--- config.mk ---
export PLATFORM = sky130hd
export DESIGN_NAME = vdp_port_ctrl
export DESIGN_NICKNAME = d
export VERILOG_FILES = /design/src/rtl/vdp_port_ctrl.sv
export SDC_FILE = /design/constraint.sdc
export NUM_CORES = 1
export LEC_CHECK = 0
export CAP_MARGIN = 20
export CORE_ASPECT_RATIO = 1.4
export CORE_UTILIZATION = 36
export DETAILED_ROUTE_END_ITERATION = 8
export GPL_TIMING_DRIVEN = 0
export PLACE_DENSITY = 0.64
export SLEW_MARGIN = 40
export SYNTH_ARGS = -nofsm -noshare
export SYNTH_HDL_FRONTEND = slang
export SYNTH_SLANG_ARGS = --single-unit
--- constraint.sdc ---
create_clock -name clk -period 2.38 [get_ports clk]
set_input_delay 0.595 -clock clk [delete_from_list [all_inputs] [get_ports clk]]
set_output_delay 0.595 -clock clk [all_outputs]
set_load 0.05 [all_outputs]
--- src/rtl/vdp_port_ctrl.sv ---
`default_nettype none
// ============================================================================
// Module      : vdp_port_ctrl
// Description : CPU-side front end of the VDP. Decodes the two-port protocol
//               (control port: address/code latch and register writes; data
//               port: VRAM/CRAM data) and keeps the VRAM read-ahead buffer
//               returned on data-port reads.
// Ports       : clk, reset_n        - clock, synchronous active-low reset
//               io_*                - CPU bus (port select, strobes, data)
//               status_in/status_rd - status byte and its clear-on-read pulse
//               reg_*               - VDP register write (registered)
//               cram_*              - palette RAM write (registered)
//               vram_*              - VRAM read/write (registered), read data
//                                     valid the cycle after vram_rden
// Revision    : 1.0 - initial release
// ============================================================================
module vdp_port_ctrl #(
    parameter int VADDR_W = 14,
    parameter int PAL_AW  = 5
) (
    input  logic               clk,
    input  logic               reset_n,
    input  logic               io_portsel,
    input  logic [7:0]         io_wrdata,
    input  logic               io_wren,
    input  logic               io_rden,
    output logic [7:0]         io_rddata,
    input  logic [7:0]         status_in,
    output logic               status_rd,
    output logic [3:0]         reg_addr,
    output logic [7:0]         reg_data,
    output logic               reg_wren,
    output logic [PAL_AW-1:0]  cram_addr,
    output logic [7:0]         cram_wrdata,
    output logic               cram_wren,
    output logic [VADDR_W-1:0] vram_addr,
    output logic [7:0]         vram_wrdata,
    output logic               vram_wren,
    output logic               vram_rden,
    input  logic [7:0]         vram_rddata
);

    localparam logic [VADDR_W-1:0] C_ADDR_ONE = VADDR_W'(1);
    localparam logic [1:0]         C_CODE_RD  = 2'd0;
    localparam logic [1:0]         C_CODE_REG = 2'd2;
    localparam logic [1:0]         C_CODE_PAL = 2'd3;

    // Protocol state
    logic [VADDR_W-1:0] addr_q, addr_d;
    logic [1:0]         code_q, code_d;
    logic               flag_q, flag_d;
    logic [7:0]         buf_q, buf_d;
    // High during the cycle the fetched VRAM byte is on vram_rddata
    logic               fetch_pending_q, fetch_pending_d;

    // Registered outputs
    logic [3:0]         reg_addr_q, reg_addr_d;
    logic [7:0]         reg_data_q, reg_data_d;
    logic               reg_wren_q, reg_wren_d;
    logic [PAL_AW-1:0]  cram_addr_q, cram_addr_d;
    logic [7:0]         cram_wrdata_q, cram_wrdata_d;
    logic               cram_wren_q, cram_wren_d;
    logic [VADDR_W-1:0] vram_addr_q, vram_addr_d;
    logic [7:0]         vram_wrdata_q, vram_wrdata_d;
    logic               vram_wren_q, vram_wren_d;
    logic               vram_rden_q, vram_rden_d;

    logic [VADDR_W-1:0] w_addr_new;
    logic [VADDR_W-1:0] w_fetch_addr;
    logic               w_fetch;

    // Address after the second control byte: new high bits, old low byte
    assign w_addr_new = {io_wrdata[VADDR_W-9:0], addr_q[7:0]};

    always_comb begin
        addr_d          = addr_q;
        code_d          = code_q;
        flag_d          = flag_q;
        buf_d           = buf_q;
        fetch_pending_d = vram_rden_q;
        reg_addr_d      = reg_addr_q;
        reg_data_d      = reg_data_q;
        reg_wren_d      = 1'b0;
        cram_addr_d     = cram_addr_q;
        cram_wrdata_d   = cram_wrdata_q;
        cram_wren_d     = 1'b0;
        vram_addr_d     = vram_addr_q;
        vram_wrdata_d   = vram_wrdata_q;
        vram_wren_d     = 1'b0;
        vram_rden_d     = 1'b0;
        w_fetch         = 1'b0;
        w_fetch_addr    = addr_q;

        // Capture first so that a data write in the same cycle overrides it
        if (fetch_pending_q) begin
            buf_d = vram_rddata;
        end

        if (io_wren) begin
            if (io_portsel) begin
                if (!flag_q) begin
                    addr_d[7:0] = io_wrdata;
                    flag_d      = 1'b1;
                end else begin
                    addr_d = w_addr_new;
                    code_d = io_wrdata[7:6];
                    flag_d = 1'b0;
                    if (io_wrdata[7:6] == C_CODE_RD) begin
                        w_fetch      = 1'b1;
                        w_fetch_addr = w_addr_new;
                    end else if (io_wrdata[7:6] == C_CODE_REG) begin
                        reg_wren_d = 1'b1;
                        reg_addr_d = io_wrdata[3:0];
                        reg_data_d = addr_q[7:0];
                    end
                end
            end else begin
                flag_d = 1'b0;
                buf_d  = io_wrdata;
                if (code_q == C_CODE_PAL) begin
                    cram_wren_d   = 1'b1;
                    cram_addr_d   = addr_q[PAL_AW-1:0];
                    cram_wrdata_d = io_wrdata;
                end else begin
                    vram_wren_d   = 1'b1;
                    vram_addr_d   = addr_q;
                    vram_wrdata_d = io_wrdata;
                end
                addr_d = addr_q + C_ADDR_ONE;
            end
        end else if (io_rden) begin
            // A read that coincides with a write is ignored (branch above)
            flag_d = 1'b0;
            if (!io_portsel) begin
                w_fetch = 1'b1;
            end
        end

        // Read-ahead: issue the VRAM read and post-increment the address
        if (w_fetch) begin
            vram_rden_d = 1'b1;
            vram_addr_d = w_fetch_addr;
            addr_d      = w_fetch_addr + C_ADDR_ONE;
        end
    end

    always_ff @(posedge clk) begin
        if (!reset_n) begin
            addr_q          <= '0;
            code_q          <= '0;
            flag_q          <= 1'b0;
            buf_q           <= '0;
            fetch_pending_q <= 1'b0;
            reg_addr_q      <= '0;
            reg_data_q      <= '0;
            reg_wren_q      <= 1'b0;
            cram_addr_q     <= '0;
            cram_wrdata_q   <= '0;
            cram_wren_q     <= 1'b0;
            vram_addr_q     <= '0;
            vram_wrdata_q   <= '0;
            vram_wren_q     <= 1'b0;
            vram_rden_q     <= 1'b0;
        end else begin
            addr_q          <= addr_d;
            code_q          <= code_d;
            flag_q          <= flag_d;
            buf_q           <= buf_d;
            fetch_pending_q <= fetch_pending_d;
            reg_addr_q      <= reg_addr_d;
            reg_data_q      <= reg_data_d;
            reg_wren_q      <= reg_wren_d;
            cram_addr_q     <= cram_addr_d;
            cram_wrdata_q   <= cram_wrdata_d;
            cram_wren_q     <= cram_wren_d;
            vram_addr_q     <= vram_addr_d;
            vram_wrdata_q   <= vram_wrdata_d;
            vram_wren_q     <= vram_wren_d;
            vram_rden_q     <= vram_rden_d;
        end
    end

    // CPU read data and status clear pulse are combinational
    assign io_rddata   = io_portsel ? status_in : buf_q;
    assign status_rd   = reset_n & io_rden & ~io_wren & io_portsel;

    assign reg_addr    = reg_addr_q;
    assign reg_data    = reg_data_q;
    assign reg_wren    = reg_wren_q;
    assign cram_addr   = cram_addr_q;
    assign cram_wrdata = cram_wrdata_q;
    assign cram_wren   = cram_wren_q;
    assign vram_addr   = vram_addr_q;
    assign vram_wrdata = vram_wrdata_q;
    assign vram_wren   = vram_wren_q;
    assign vram_rden   = vram_rden_q;

endmodule
`default_nettype wire

; ---- Word level (Yosys, flattened, before mapping)
; Index checks and enable logic that the tools add are counted.
; Widths: inputs -> output; s select.
[totals]
regBits = 77
word_cells = 76
inputBits = 29
out_inout_bits = 60
[op_classes]
n_addsub = 2
bitwise_logic = 9
mux = 31
n_eq_ne = 6
reduce_logical = 12
[ops]
columns = op, n
row1 = $mux 14, 11
row2 = $mux 8, 5
row3 = $add 14x1->14 const B, 2
row4 = $mux 1, 14
row5 = $reduce_and 3->1, 4
row6 = $mux 6, 1
row7 = $not 1->1, 6
row8 = $reduce_and 5->1, 1
row9 = $reduce_or 5->1, 1
row10 = $eq 2x2->1 const B, 2
row11 = $reduce_and 2->1, 2
row12 = $reduce_bool 2->1, 2
row13 = $and 1x1->1, 3
row14 = $ne 3x1->1 const B, 1
row15 = $ne 3x2->1 const B, 1
row16 = $reduce_or 3->1, 1
row17 = $logic_not 2->1, 1
row18 = $ne 2x1->1 const B, 1
row19 = $ne 2x2->1 const B, 1

; ---- Longest topological paths before layout
[logic_depth]
depth_word = 7
depth_mapped = 9
ltp_nobuf = 7

; ---- Worst setup path after synthesis
; Ideal clock, no wire load.
[synth_timing]
path_kind = in2out
from = in io_portsel
to = out status_rd
slack_ps = -86
arrival_ps = 1871
n_path_buf = 3
stages = 4
path_cell_list = buf_2 > clkbuf_1 > clkbuf_1 > and3_1
[synth_via]
elab_chain_cells = 1
[synth_rtl]
columns = item, line
row1 = from (decl), 23  ; input logic io_portsel,
row2 = $and 1x1->1, 185  ; assign status_rd = reset_n & io_rden & ~io_wren & io_portsel;
row3 = to (decl), 29  ; output logic status_rd,
; No other way between the ends.

; ---- Final worst setup path
[layout_timing]
from = in io_portsel
to = out io_rddata[1]
[layout_via]
elab_chain_cells = 1
[layout_rtl]
columns = item, line
row1 = $mux 8, 184  ; assign io_rddata = io_portsel ? status_in : buf_q;
row2 = to (decl), 27  ; output logic [7:0] io_rddata,
; No other way between the ends.

==> flow_summary.yaml <==
run_status:
  status: "completed"
timing:
  skew_ns: 0.00513
  finalCritPeriodShare_pct: 97.0
  drv_slew: 0
  setup_violations: 0
  hold_viol: 0
  setup_tns_ns: 0
  slew-limit-headroom_pct: 53.4
  rsz0062_at_grt: "false"
  fmax_mhz: 433
  tightest_slew_ns: 0.699
  period_minus_slack_ns: 2.31
synth:
  yosys_warnings: 0
  synth.avg_cell_area_um2: 8.57
  syn-num-nets: 448
  synth_common_cells: "77 x dfxtp_1, 66 x nand2_1, 57 x nor2_1"
  synth-async-reset-ratio_pct: 0
  synth_edf_count: 0
  synth_cell_types: 49
  synth_top_cell_by_area: "dfxtp_1"
  synth_area_leaders: "dfxtp_1 43%, mux2i_1 9.2%, nand2_1 6.9%"
  ys_ff_latch: 77
  synthCells: 418
  ys_seq_area_share_pct: 43.0
  yosysMostFrequentCell: "dfxtp_1"
  synth_ff_type: "dfxtp_1"
  synth.top_cell.area_share_pct: 43.0
  synth_area_um2: 3580
clock_network:
  cts-root-buf: "clkbuf_16"
  cts_max_path_buffers: 2
  clk_pin_slew_worst_paths_ns: 0.06
  htree_levels: 3
  cts_tree: "done"
  clock_sinks: 77
  numCtsBuffers: 9
  clock_latency_ns: 0.34
global_route:
  grt_max_degree: 13
  grt_pass1_vias: 3159
  use_met1_pct: 23.2
  antenna_found_initial: 0
  met2_usage_pct: 35.4
  use_met3_pct: 4.06
  grt_usage_pct: 19.8
  grt_pass1_wl_mm: 15.7
  grt_remaining_overflow: 0
  grt-busiest-layer: "met2"
layout:
  final_util_pct: 50.6
  nets: 541
  final-instance-count-excl-fill: 647
  drive_gt1_share_pct: 13.2
  final_area_um2: 4840
  antennaDiodeCount: 0
  areaGrowthSynthToFinish_pct: 35.2
drt:
  first_pass_iters: 4
  postRouteAntennaNets: 0
  wl_mm: 10.3
  drt_drc_violations_left: 0
  drtIter0Drc: 221
  vias: 3338
  wl_per_cell_um: 15.9
  via_per_inst: 5.16
critical_path:
  cpMostUsedCell: "buf_2"
  slowest_delay_ns: 0.34
  crit_cells: 5
  reg2reg_depth: 7
  cpLargestDelayFamily: "buffers and inverters"
  slowest_stage: "mux2_2"
  path_cells: "buf_2, buf_4, clkbuf_8, mux2_2, buf_2"
  r2r-end: "addr_q[10]$_SDFFE_PN0P_"
  critPathBufInv: 4
  r2r_start: "addr_q[0]$_SDFFE_PN0P_"
  reg2reg_slack_ns: 0.38
  critPathMaxFanout: 10
  crit_end: "io_rddata[1]"
  critPathKind: "in2out"
  cp.arrival_ns: 1.71
  start_kind: "primary input"
  required_ns: 1.78
  worstSetupStartpoint: "io_portsel"
  endpoint_kind: "output pin"
worst_hold_path:
  holdCritPathClass: "reg2reg"
  worstHoldStart: "cram_wrdata[5]$_SDFFE_PN0P_"
die:
  fp.dieArea_um2: 10400
  rows: 42
  die_x_um: 86.3
  ios: 89
  start_util_pct: 37.5
  core_area_um2: 9560
  die_y_um: 120
place:
  dp.cells: 632
  place_area_um2: 4570
  place.gp.congestion: 0.878
  portBuffers: 82
  dp_hpwl_mm: 7.40
power_and_ir_drop:
  ir_worst_vdd_v: 0.000380
  power.density_nw_per_um2: 662
  total_power_mw: 3.21
  leakage_nw: 1.88
run:
  maxCapViolCount: 0
[state kept, by name, indices dropped and copies added (netlist names)]
signal / cells
addr_q: 14
vram_addr: 14
buf_q: 8
cram_wrdata: 8
reg_data: 8
vram_wrdata: 8
cram_addr: 5
reg_addr: 4
code_q: 2
cram_wren: 1
fetch_pending_q: 1
flag_q: 1
reg_wren: 1
vram_rden: 1
vram_wren: 1
[tightest hold or removal path: cells and delay by family (launching register included)]
family	cells	cell delay (ns)
flip-flops	1	0.31
AND/OR/NAND/NOR	1	0.05
AO/OA/AOI/OAI	1	0.05
[through the flow]
step,hold slack [ns],worst slack (ns)
2_1_floorplan,0.485,0.0452
3_3_place_gp,0.444,-0.776
3_5_place_dp,0.450,-0.774
4_1_cts,0.456,-0.0816
5_1_grt,0.473,0.0219
6_report,0.456,0.0718
[cells in the final DEF (no fill, tap or decap), types with 11 or more instances in the layout]
master           netlist  final
a21oi_1               34     34
buf_2                  7     15
clkbuf_1              18     16
clkdlybuf4s50_1        0     72
dfxtp_1               77     77
mux2i_1               33     33
nand2_1               66     66
nand3_1               11     11
nor2_1                57     57
o21ai_0               11     11
[layout make-up]
cell class / instances / area (µm²)
Buffer: 30 / 163
Timing Repair Buffer: 82 / 781
Clock buffer: 11 / 233
Tap cell: 132 / 165
Multi-Input combinational cell: 307 / 1890
Inverter: 4 / 15.0
Clock inverter: 4 / 50.0
Fill cell: 951 / 4720
Sequential cell: 77 / 1540
[timing repair]
item | CTS | global route
setup endpoints to repair | 21 | 6
endpoints found under the hold margin | 0 | 0
buffers inserted | 0 | 0
hold buffers | 0 | 0
pin swaps | 1 | 0
gates resized for setup | 53 | 8
[where the power goes]
part	leakage [nW]	switching, mW	internal [mW]
registers	0.627	0.0446	1.34
logic	1.12	0.313	0.188
clock network	0.132	0.517	0.804
total	1.88	0.874	2.33
[routing by layer]
| metal | up-vias | part of all wire (%) |
|---|---|---|
| li1 | 1645 | - |
| met1 | 1579 | 42 |
| met2 | 100 | 51 |
| met3 | 14 | 5.0 |
| met4 | 0 | 1.8 |
| met5 | - | 0 |
[cell families after synthesis]
| family | synth area share, % |
|---|---|
| AND/OR/NAND/NOR | 20.1 |
| AO/OA/AOI/OAI | 17.5 |
| flip-flops | 43.0 |
| multiplexers | 12.7 |
| buffers and inverters | 4.33 |
| XOR/XNOR | 1.96 |
| adder cells (fa/ha/maj) | 0.349 |
[worst min path at each step]
stage                     slack [ns]  cells after the start                           to
after floorplan                 0.48                      2    cram_addr[3]$_SDFFE_PN0P_
after global placement          0.44                      2  vram_wrdata[1]$_SDFFE_PN0P_
after detailed placement        0.45                      2    cram_addr[3]$_SDFFE_PN0P_
after CTS                       0.46                      2  vram_wrdata[1]$_SDFFE_PN0P_
after global routing            0.47                      2  vram_wrdata[0]$_SDFFE_PN0P_
final                           0.46                      2  cram_wrdata[5]$_SDFFE_PN0P_
No activity file was read; power rests on OpenSTA's default activity.
